$ cat src/rtl/mem_access.sv
// Data-memory access stage: issues one request per load/store, stalls the pipeline
// until ack or timeout, and forwards results to the MEM/WB register.
module mem_access #(
  parameter int TIMEOUT_CYCLES = 15,
  parameter int CNT_W          = 4
) (
  input  logic        clk_i,
  input  logic        rst_i,
  input  logic        ex_memRead_i,
  input  logic        ex_memWrite_i,
  input  logic [15:0] ex_aluResult_i,
  input  logic [15:0] ex_storeData_i,
  input  logic [2:0]  ex_reg3_i,
  input  logic        ex_regWrite_i,
  input  logic        ex_resultOrMem_i,
  input  logic [15:0] dmem_rdata_i,
  input  logic        dmem_ack_i,
  output logic        dmem_req_o,
  output logic        dmem_we_o,
  output logic [15:0] dmem_addr_o,
  output logic [15:0] dmem_wdata_o,
  output logic        stallreq_o,
  output logic        err_o,
  output logic [15:0] mem_memData_o,
  output logic [15:0] mem_aluResult_o,
  output logic [2:0]  mem_reg3_o,
  output logic        mem_regWrite_o,
  output logic        mem_resultOrMem_o
);

  typedef enum logic [1:0] {
    S_IDLE = 2'd0,
    S_WAIT = 2'd1,
    S_DONE = 2'd2
  } state_e;

  localparam logic [CNT_W-1:0] CNT_LAST = CNT_W'(TIMEOUT_CYCLES - 1);

  state_e           state_q, state_d;
  logic [CNT_W-1:0] cnt_q, cnt_d;
  logic [15:0]      addr_q, addr_d;
  logic [15:0]      wdata_q, wdata_d;
  logic             we_q, we_d;
  logic [15:0]      rdata_q, rdata_d;
  logic             abort_q, abort_d;

  logic op_present_s;
  logic op_conflict_s;

  assign op_present_s  = ex_memRead_i ^ ex_memWrite_i;
  assign op_conflict_s = ex_memRead_i & ex_memWrite_i;

  // State and latched-transaction registers
  always_ff @(posedge clk_i or posedge rst_i) begin
    if (rst_i) begin
      state_q <= S_IDLE;
      cnt_q   <= '0;
      addr_q  <= 16'h0000;
      wdata_q <= 16'h0000;
      we_q    <= 1'b0;
      rdata_q <= 16'h0000;
      abort_q <= 1'b0;
    end else begin
      state_q <= state_d;
      cnt_q   <= cnt_d;
      addr_q  <= addr_d;
      wdata_q <= wdata_d;
      we_q    <= we_d;
      rdata_q <= rdata_d;
      abort_q <= abort_d;
    end
  end

  // Next-state logic; the timeout abort leaves zero data and raises the abort flag
  always_comb begin
    state_d = state_q;
    cnt_d   = cnt_q;
    addr_d  = addr_q;
    wdata_d = wdata_q;
    we_d    = we_q;
    rdata_d = rdata_q;
    abort_d = abort_q;
    case (state_q)
      S_IDLE: begin
        if (op_present_s) begin
          state_d = S_WAIT;
          cnt_d   = '0;
          addr_d  = ex_aluResult_i;
          wdata_d = ex_storeData_i;
          we_d    = ex_memWrite_i;
          abort_d = 1'b0;
        end else begin
          state_d = S_IDLE;
        end
      end
      S_WAIT: begin
        if (dmem_ack_i) begin
          rdata_d = we_q ? 16'h0000 : dmem_rdata_i;
          cnt_d   = '0;
          state_d = S_DONE;
        end else if (cnt_q == CNT_LAST) begin
          rdata_d = 16'h0000;
          abort_d = 1'b1;
          cnt_d   = '0;
          state_d = S_DONE;
        end else begin
          cnt_d = cnt_q + CNT_W'(1);
        end
      end
      S_DONE: begin
        state_d = S_IDLE;
        abort_d = 1'b0;
      end
      default: begin
        state_d = S_IDLE;
        cnt_d   = '0;
        abort_d = 1'b0;
      end
    endcase
  end

  // Output decode; every output is held low while reset is asserted
  always_comb begin
    dmem_req_o        = 1'b0;
    dmem_we_o         = 1'b0;
    dmem_addr_o       = 16'h0000;
    dmem_wdata_o      = 16'h0000;
    stallreq_o        = 1'b0;
    err_o             = 1'b0;
    mem_memData_o     = 16'h0000;
    mem_aluResult_o   = 16'h0000;
    mem_reg3_o        = 3'd0;
    mem_regWrite_o    = 1'b0;
    mem_resultOrMem_o = 1'b0;
    if (!rst_i) begin
      dmem_req_o        = (state_q == S_WAIT);
      dmem_we_o         = we_q;
      dmem_addr_o       = addr_q;
      dmem_wdata_o      = wdata_q;
      mem_aluResult_o   = ex_aluResult_i;
      mem_reg3_o        = ex_reg3_i;
      mem_resultOrMem_o = ex_resultOrMem_i;
      mem_regWrite_o    = ex_regWrite_i;
      case (state_q)
        S_IDLE: begin
          stallreq_o = op_present_s;
          if (op_conflict_s) begin
            err_o          = 1'b1;
            mem_regWrite_o = 1'b0;
          end else begin
            err_o = 1'b0;
          end
        end
        S_WAIT: begin
          stallreq_o = 1'b1;
        end
        S_DONE: begin
          mem_memData_o = rdata_q;
          if (abort_q) begin
            err_o          = 1'b1;
            mem_regWrite_o = 1'b0;
          end else begin
            err_o = 1'b0;
          end
        end
        default: begin
          stallreq_o = 1'b0;
        end
      endcase
    end else begin
      stallreq_o = 1'b0;
    end
  end

endmodule

$ cat config.mk
export PLATFORM = sky130hd
export DESIGN_NAME = mem_access
export DESIGN_NICKNAME = d
export VERILOG_FILES = /design/src/rtl/mem_access.sv
export SDC_FILE = /design/constraint.sdc
export NUM_CORES = 1
export LEC_CHECK = 0
export CAP_MARGIN = 20
export CELL_PAD_IN_SITES_DETAIL_PLACEMENT = 1
export CELL_PAD_IN_SITES_GLOBAL_PLACEMENT = 2
export CORE_AREA = 2 2 84 147
export DETAILED_ROUTE_END_ITERATION = 8
export DIE_AREA = 0 0 86 149
export HOLD_SLACK_MARGIN = 0.12
export PLACE_DENSITY = 0.87
export SLEW_MARGIN = 5
export SYNTH_ARGS = -nofsm -noshare
export SYNTH_HDL_FRONTEND = slang
export SYNTH_SLANG_ARGS = --single-unit
export TNS_END_PERCENT = 5
$ cat constraint.sdc
create_clock -name clk_i -period 3.2 [get_ports clk_i]
set_clock_uncertainty 0.1 [all_clocks]
set_input_delay 0.48 -clock clk_i [delete_from_list [all_inputs] [get_ports clk_i]]
set_output_delay 0.48 -clock clk_i [all_outputs]
set_load 0.005 [all_outputs]
==> results of run 1 <==
placed cells by master, fill, tap and decap left out, types with 2 or more instances in the layout:
master / synthesis / routed
nand2_1: 17 / 17
inv_1: 20 / 19
inv_2: 1 / 2
dfrtp_1: 56 / 56
nor3_1: 3 / 3
nor4_1: 16 / 16
buf_4: 0 / 3
ha_1: 3 / 3
nor2b_1: 55 / 55
clkdlybuf4s50_1: 0 / 129
nor2_1: 3 / 3
nand3_1: 2 / 2
mux2_1: 33 / 33
clkbuf_16: 0 / 5
mux2i_1: 17 / 17
power by group:
group	switching [uW]	internal, uW
Clock	256	313
Combinational	461	660
Sequential	179	1030
Total	896	2010
worst paths after layout:
check | from | to | slack, ns | cells after the start
max reg2reg | state_q[0]$_DFFE_PP0P_ | wdata_q[13]$_DFFE_PP0P_ | 0.97 | 4
max in group asynchronous | rst_i | addr_q[2]$_DFFE_PP0P_ | 1.69 | 4
min | wdata_q[1]$_DFFE_PP0P_ | wdata_q[1]$_DFFE_PP0P_ | 0.38 | 1
min reg2reg | wdata_q[1]$_DFFE_PP0P_ | wdata_q[1]$_DFFE_PP0P_ | 0.38 | 1
min in group asynchronous | rst_i | we_q$_DFFE_PP0P_ | 0.82 | 4
max | state_q[0]$_DFFE_PP0P_ | mem_memData_o[12] | 0.47 | 2
registers in the layout (all words and copies together) (netlist names):
| signal | cells |
|---|---|
| rdata_q | 16 |
| state_q | 2 |
| cnt_q | 4 |
| addr_q | 16 |
| we_q | 1 |
| wdata_q | 16 |
| abort_q | 1 |
critical path, stage by stage (launching register included):
cell and delay (ns):
dfrtp_1 0.72, nor4_1 0.54, clkdlybuf4s50_1 0.59
kinds of logic after synthesis:
| logic type | after synthesis | synth area share |
|---|---|---|
| and+or+nand+nor | 103 | 0.212 |
| DFF | 56 | 0.488 |
| muxes | 51 | 0.193 |
| buffers and inverters | 39 | 0.0663 |
| AOI/OAI and AO/OA | 9 | 0.0279 |
| adders and majority gates | 3 | 0.0131 |
layer usage:
metal | share of wire | vias to the layer above | track usage
li1 | - | 1119 | -
met1 | 0.36 | 1178 | 0.129
met2 | 0.57 | 87 | 0.255
met3 | 0.053 | 8 | 0.0221
met4 | 0.016 | 0 | 0.0413
met5 | 0 | - | 0
stage by stage:
stage          total power [uW]  instances  setup slack, ns  hold WS [ns]
5_1_grt                    3120        522            0.408         0.390
2_1_floorplan              1850        261            0.241         0.350
3_5_place_dp               2380        514            0.558         0.367
3_3_place_gp               2320        514            0.614         0.359
4_1_cts                    2970        522            0.470         0.384
6_report                   2900        522            0.468         0.377
layout make-up:
type,instances,area [um^2]
Fill cell,1305,7320
Sequential cell,56,1400
Timing Repair Buffer,134,1340
Multi-Input combinational cell,166,1280
Tap cell,137,171
Clock buffer,7,143
Inverter,21,78.8
Clock inverter,1,7.51
==> results.py, run 1 <==
metrics = {
    "logic_synthesis": {
        "synth_top_area_frac": 0.488,
        "syn-mean-instance-area_um2": 11.0,
        "synth_edf_count": 0,
        "synth_area_leader_cell": "dfrtp_1",
        "synth_cells": 261,
        "syn_nets": 322,
        "synth_commonest_cells": "dfrtp_1 (56), nor2b_1 (55), mux2_1 (33)",
        "synth_seq_area_share": 0.488,
        "syn-cell-area_um2": 2870,
        "ys_warn_count": 0,
        "synthTopCellsByArea": "dfrtp_1 (49%), mux2_1 (13%), nor2b_1 (12%), mux2i_1 (5.9%), nor4_1 (3.5%)",
        "yosysUniqueCellTypes": 34,
        "ys_ff_latch": 56,
        "async_flop_share": 1.00,
        "yosysMostFrequentCell": "dfrtp_1",
        "ys.flop_type": "dfrtp_1",
    },
    "power": {
        "p_leak_uw": 0.00173,
        "vdd_ir_drop_max_mv": 0.283,
        "cellPowerDensity_nw_per_um2": 657,
    },
    "global_routing": {
        "grt_pass1_wl_um": 12900,
        "grt_max_degree": 57,
        "gr-total-overflow": 0,
        "antenna_found_initial": 0,
        "grt_pass1_vias": 2628,
        "grtUsageTotal": 0.128,
    },
    "placement": {
        "io_buffer_count": 130,
        "dpl.hpwl_um": 6170,
        "placed_area_um2": 4270,
        "gp_congestion": 0.727,
    },
    "die": {
        "core_um2": 11700,
        "row_count": 53,
        "die_h_um": 149,
        "dieArea_um2": 12800,
        "die_w_um": 86,
        "initial_core_util": 0.244,
        "design.portCount": 131,
    },
    "sta": {
        "post-route-period-util": 0.854,
        "tightest_slew_ns": 0.899,
        "hold_violations": 0,
        "rsz0062_at_grt": "no",
        "setup_viol": 0,
        "relSlewSlack": 0.400,
        "slew_viol_final": 0,
        "fin_tns_setup_ns": 0,
        "fmax_mhz": 366,
        "layout_min_cycle_time_ns": 2.73,
    },
    "detailed_routing": {
        "wire_per_inst_um": 15.3,
        "ant_nets": 0,
        "vias": 2392,
        "dr.pass1.iters": 4,
        "drt-vias-per-instance": 4.58,
        "first_iter_violations": 39,
        "routed_wl_um": 7990,
        "drc": 0,
    },
    "final_layout": {
        "num-nets-final": 445,
        "design_area_um2": 4420,
        "syn2layout_area_growth_pct": 54.0,
        "final_util": 0.376,
        "drive_gt1_frac": 0.0494,
        "antennaDiodeCount": 0,
    },
    "worst_setup_path": {
        "critPathKind": "flop to output port",
        "cp.arrival_ns": 2.15,
        "cp-start-kind": "flop",
        "path_max_fanout": 24,
        "endpoint_kind": "output port",
        "crit_required_ns": 2.62,
    },
    "clock_tree": {
        "cts_tree": "built",
        "cts-buffers-inserted": 5,
        "htree_levels": 2,
        "postCtsHoldBufs": 0,
        "post_cts.repair.setup_buffers": 0,
        "ctsResizeCount": 0,
        "clockBufferDepth": 2,
        "clk-insertion-delay-late_ns": 0.29,
        "clkTransAtPathRegs_ns": 0.07,
        "cts-root-buf": "clkbuf_16",
        "cts.sinks": 56,
    },
    "outcome": {
        "status": "finished, final reports clean",
    },
    "run": {
        "maxCapViolations": 0,
    },
    "min_path": {
        "hold_class": "flop to flop",
    },
}
Power figures use the tool's default switching activity.
==> run 2: changes to the inputs <==
Settings changed: CTS_CLUSTER_SIZE from default to 8.
==> results of run 2 <==
Same layout as run 1: the final DEF is identical, and so are final timing and power.
==> run 3: changes to the inputs <==
Settings changed: ABC_AREA from default to 1, CORE_AREA 2 2 84 147 to 2 2 91 159, DIE_AREA 0 0 86 149 to 0 0 93 161, PLACE_DENSITY 0.87 to 0.84.
==> results.py, run 3 <==
metrics = {
    "detailed_routing": {
        "dr.pass1.iters": 4,
        "drc": 0,
        "first_iter_violations": 25,
        "routed_wl_um": 8130,
        "vias": 2720,
        "wire_per_inst_um": 11.9,
        "drt-vias-per-instance": 3.99,
        "ant_nets": 0,
    },
    "final_layout": {
        "reg_top3": "addr_q: 16 flops, rdata_q: 16 flops, wdata_q: 16 flops",
        "drive_gt1_frac": 0.0317,
        "final_cells": 682,
        "syn2layout_area_growth_pct": 55.5,
        "antennaDiodeCount": 0,
        "final_common_cell": "clkdlybuf4s50_1",
        "num-nets-final": 565,
        "mostFrequentLayoutCells": "clkdlybuf4s50_1 (129), nor2_1 (92), inv_1 (83)",
    },
    "worst_setup_path": {
        "endpoint_kind": "output port",
        "slowest_stage": "clkdlybuf4s50_1",
        "rr_worst_depth": 4,
        "reg2reg_from": "state_q[1]$_DFFE_PP0P_",
        "crit_required_ns": 2.62,
        "path_max_fanout": 2,
        "cp-start-kind": "input pin",
        "path_buf_inv": 4,
        "timing.rr.end": "addr_q[10]$_DFFE_PP0P_",
        "path_cells": "clkdlybuf4s50_1 > ha_1 > inv_1 > o22ai_1 > inv_1 > nor2_1 > clkdlybuf4s50_1",
        "cp.arrival_ns": 2.08,
        "path_delay_family": "buffers and inverters",
        "r2r_slack_ns": 1.58,
        "critPathKind": "input pin to output port",
        "critPathLaunch": "ex_memWrite_i",
        "critPathMaxStageDelay_ns": 0.51,
    },
    "logic_synthesis": {
        "ys.flop_type": "dfrtp_1",
        "yosysUniqueCellTypes": 20,
        "synth_cells": 382,
        "synth_commonest_cells": "nor2_1 (92), inv_1 (84), nand2_1 (62)",
        "synth_area_leader_cell": "dfrtp_1",
        "syn_nets": 443,
        "ys_warn_count": 0,
        "ys_ff_latch": 56,
        "synthTopCellsByArea": "dfrtp_1 (50%), nor2_1 (12%), inv_1 (11%), nand2_1 (8.2%), o21ai_0 (4.8%)",
        "synth_top_area_frac": 0.496,
        "syn-cell-area_um2": 2820,
        "synth_seq_area_share": 0.496,
        "synth_edf_count": 0,
        "async_flop_share": 1.00,
        "yosysMostFrequentCell": "nor2_1",
        "syn-mean-instance-area_um2": 7.39,
    },
    "power": {
        "finalPower_uw": 2780,
        "vdd_ir_drop_max_mv": 0.212,
        "p_leak_uw": 0.00203,
        "cellPowerDensity_nw_per_um2": 634,
    },
    "sta": {
        "fin_tns_setup_ns": 0,
        "hold_violations": 0,
        "setup_viol": 0,
        "fmax_mhz": 375,
        "relSlewSlack": 0.515,
        "post-route-period-util": 0.833,
        "tightest_slew_ns": 0.727,
        "layout_min_cycle_time_ns": 2.66,
        "setup_ws_ns": 0.535,
        "rsz0062_at_grt": "no",
        "slew_viol_final": 0,
    },
    "clock_tree": {
        "post_cts.repair.setup_buffers": 0,
        "postCtsHoldBufs": 0,
        "ctsResizeCount": 0,
        "clkTransAtPathRegs_ns": 0.07,
        "cts.sinks": 56,
        "clk-insertion-delay-late_ns": 0.29,
        "cts-root-buf": "clkbuf_16",
        "cts_tree": "built",
        "clockBufferDepth": 2,
        "htree_levels": 2,
        "cts-buffers-inserted": 5,
    },
    "global_routing": {
        "grt_pass1_wl_um": 13700,
        "grt_max_degree": 68,
        "grt_pass1_vias": 2969,
        "grtUsageTotal": 0.113,
        "antenna_found_initial": 1,
        "gr-total-overflow": 0,
    },
    "min_path": {
        "hold_class": "input pin to async pin",
    },
    "placement": {
        "gp_congestion": 0.736,
        "io_buffer_count": 130,
        "dp.cells": 674,
        "dpl.hpwl_um": 6200,
        "pre_cts_ws_ns": 0.484,
    },
    "die": {
        "design.portCount": 131,
        "dieArea_um2": 15000,
        "row_count": 57,
        "core_um2": 13700,
        "initial_core_util": 0.206,
        "die_h_um": 161,
        "die_w_um": 93,
    },
    "outcome": {
        "status": "finished, final reports clean",
    },
    "run": {
        "maxCapViolations": 0,
    },
}
==> run 3: cell types whose count changed after synthesis, sizes merged, moves of 8 or more <==
cell and delta:
buf +8, nor2b -55, nor2 +91, nor4 -16, inv +63, nand2 +47
clkbuf -8, mux2i -17, mux2 -34, a21oi +18, o21ai +32
==> run 3: worst max path at each step <==
stage | endpoint | slack [ns] | depth (start not counted)
2_1_floorplan | mem_memData_o[10] | 0.14 | 4
3_3_place_gp | err_o | 0.49 | 7
3_5_place_dp | err_o | 0.48 | 7
4_1_cts | err_o | 0.49 | 7
5_1_grt | mem_memData_o[12] | 0.35 | 4
6_report | err_o | 0.54 | 7
==> run 3: worst register-to-register path, delay by kind of cell, from the launching register on <==
kind	cells	cell delay, ns
AO/OA/AOI/OAI	1	0.24
buffers and inverters	1	0.50
flip-flops	1	0.48
AND/OR/NAND/NOR	2	0.15
==> run 3: cell families (layout without fill, tap and decap cells) <==
family                   Yosys count  in the layout  share of synthesized area
AO/OA/AOI/OAI                     56             56                      0.101
XOR/XNOR                           1              1                    0.00310
adder cells (fa/ha/maj)            3              3                     0.0133
buffers and inverters            102            225                      0.154
flip-flops                        56             56                      0.496
AND/OR/NAND/NOR                  164            164                      0.232
==> run 3: power breakdown <==
part / leakage, uW / internal (uW) / total [uW] / switching [uW]
Combinational: 0.00126 / 518 / 1090 / 569
Sequential: 0.000696 / 996 / 1140 / 145
Clock: 0.0000712 / 313 / 557 / 244
==> run 3: final cells by class <==
cell class              count  area (um^2)
clock buffers               8          146
fillers                  1707         9300
inverters                  84          315
multi-input cells         224          987
flip-flops and latches     56         1400
well taps                 177          221
repair buffers            133         1320
==> run 3: per-stage QoR <==
step	instance area (um^2)	hold WS, ns	utilization
4_1_cts	4390	0.390	0.321
6_report	4390	0.367	0.321
3_3_place_gp	4240	0.368	0.310
3_5_place_dp	4240	0.373	0.310
5_1_grt	4390	0.421	0.321
2_1_floorplan	2820	0.353	-
==> run 3: metal layers <==
metal  GRT usage  up-vias  share of wire
li1            -     1358              -
met1       0.126     1262           0.39
met2       0.206       90           0.53
met3      0.0313        8          0.065
met4      0.0321        2          0.013
met5           0        -         0.0021
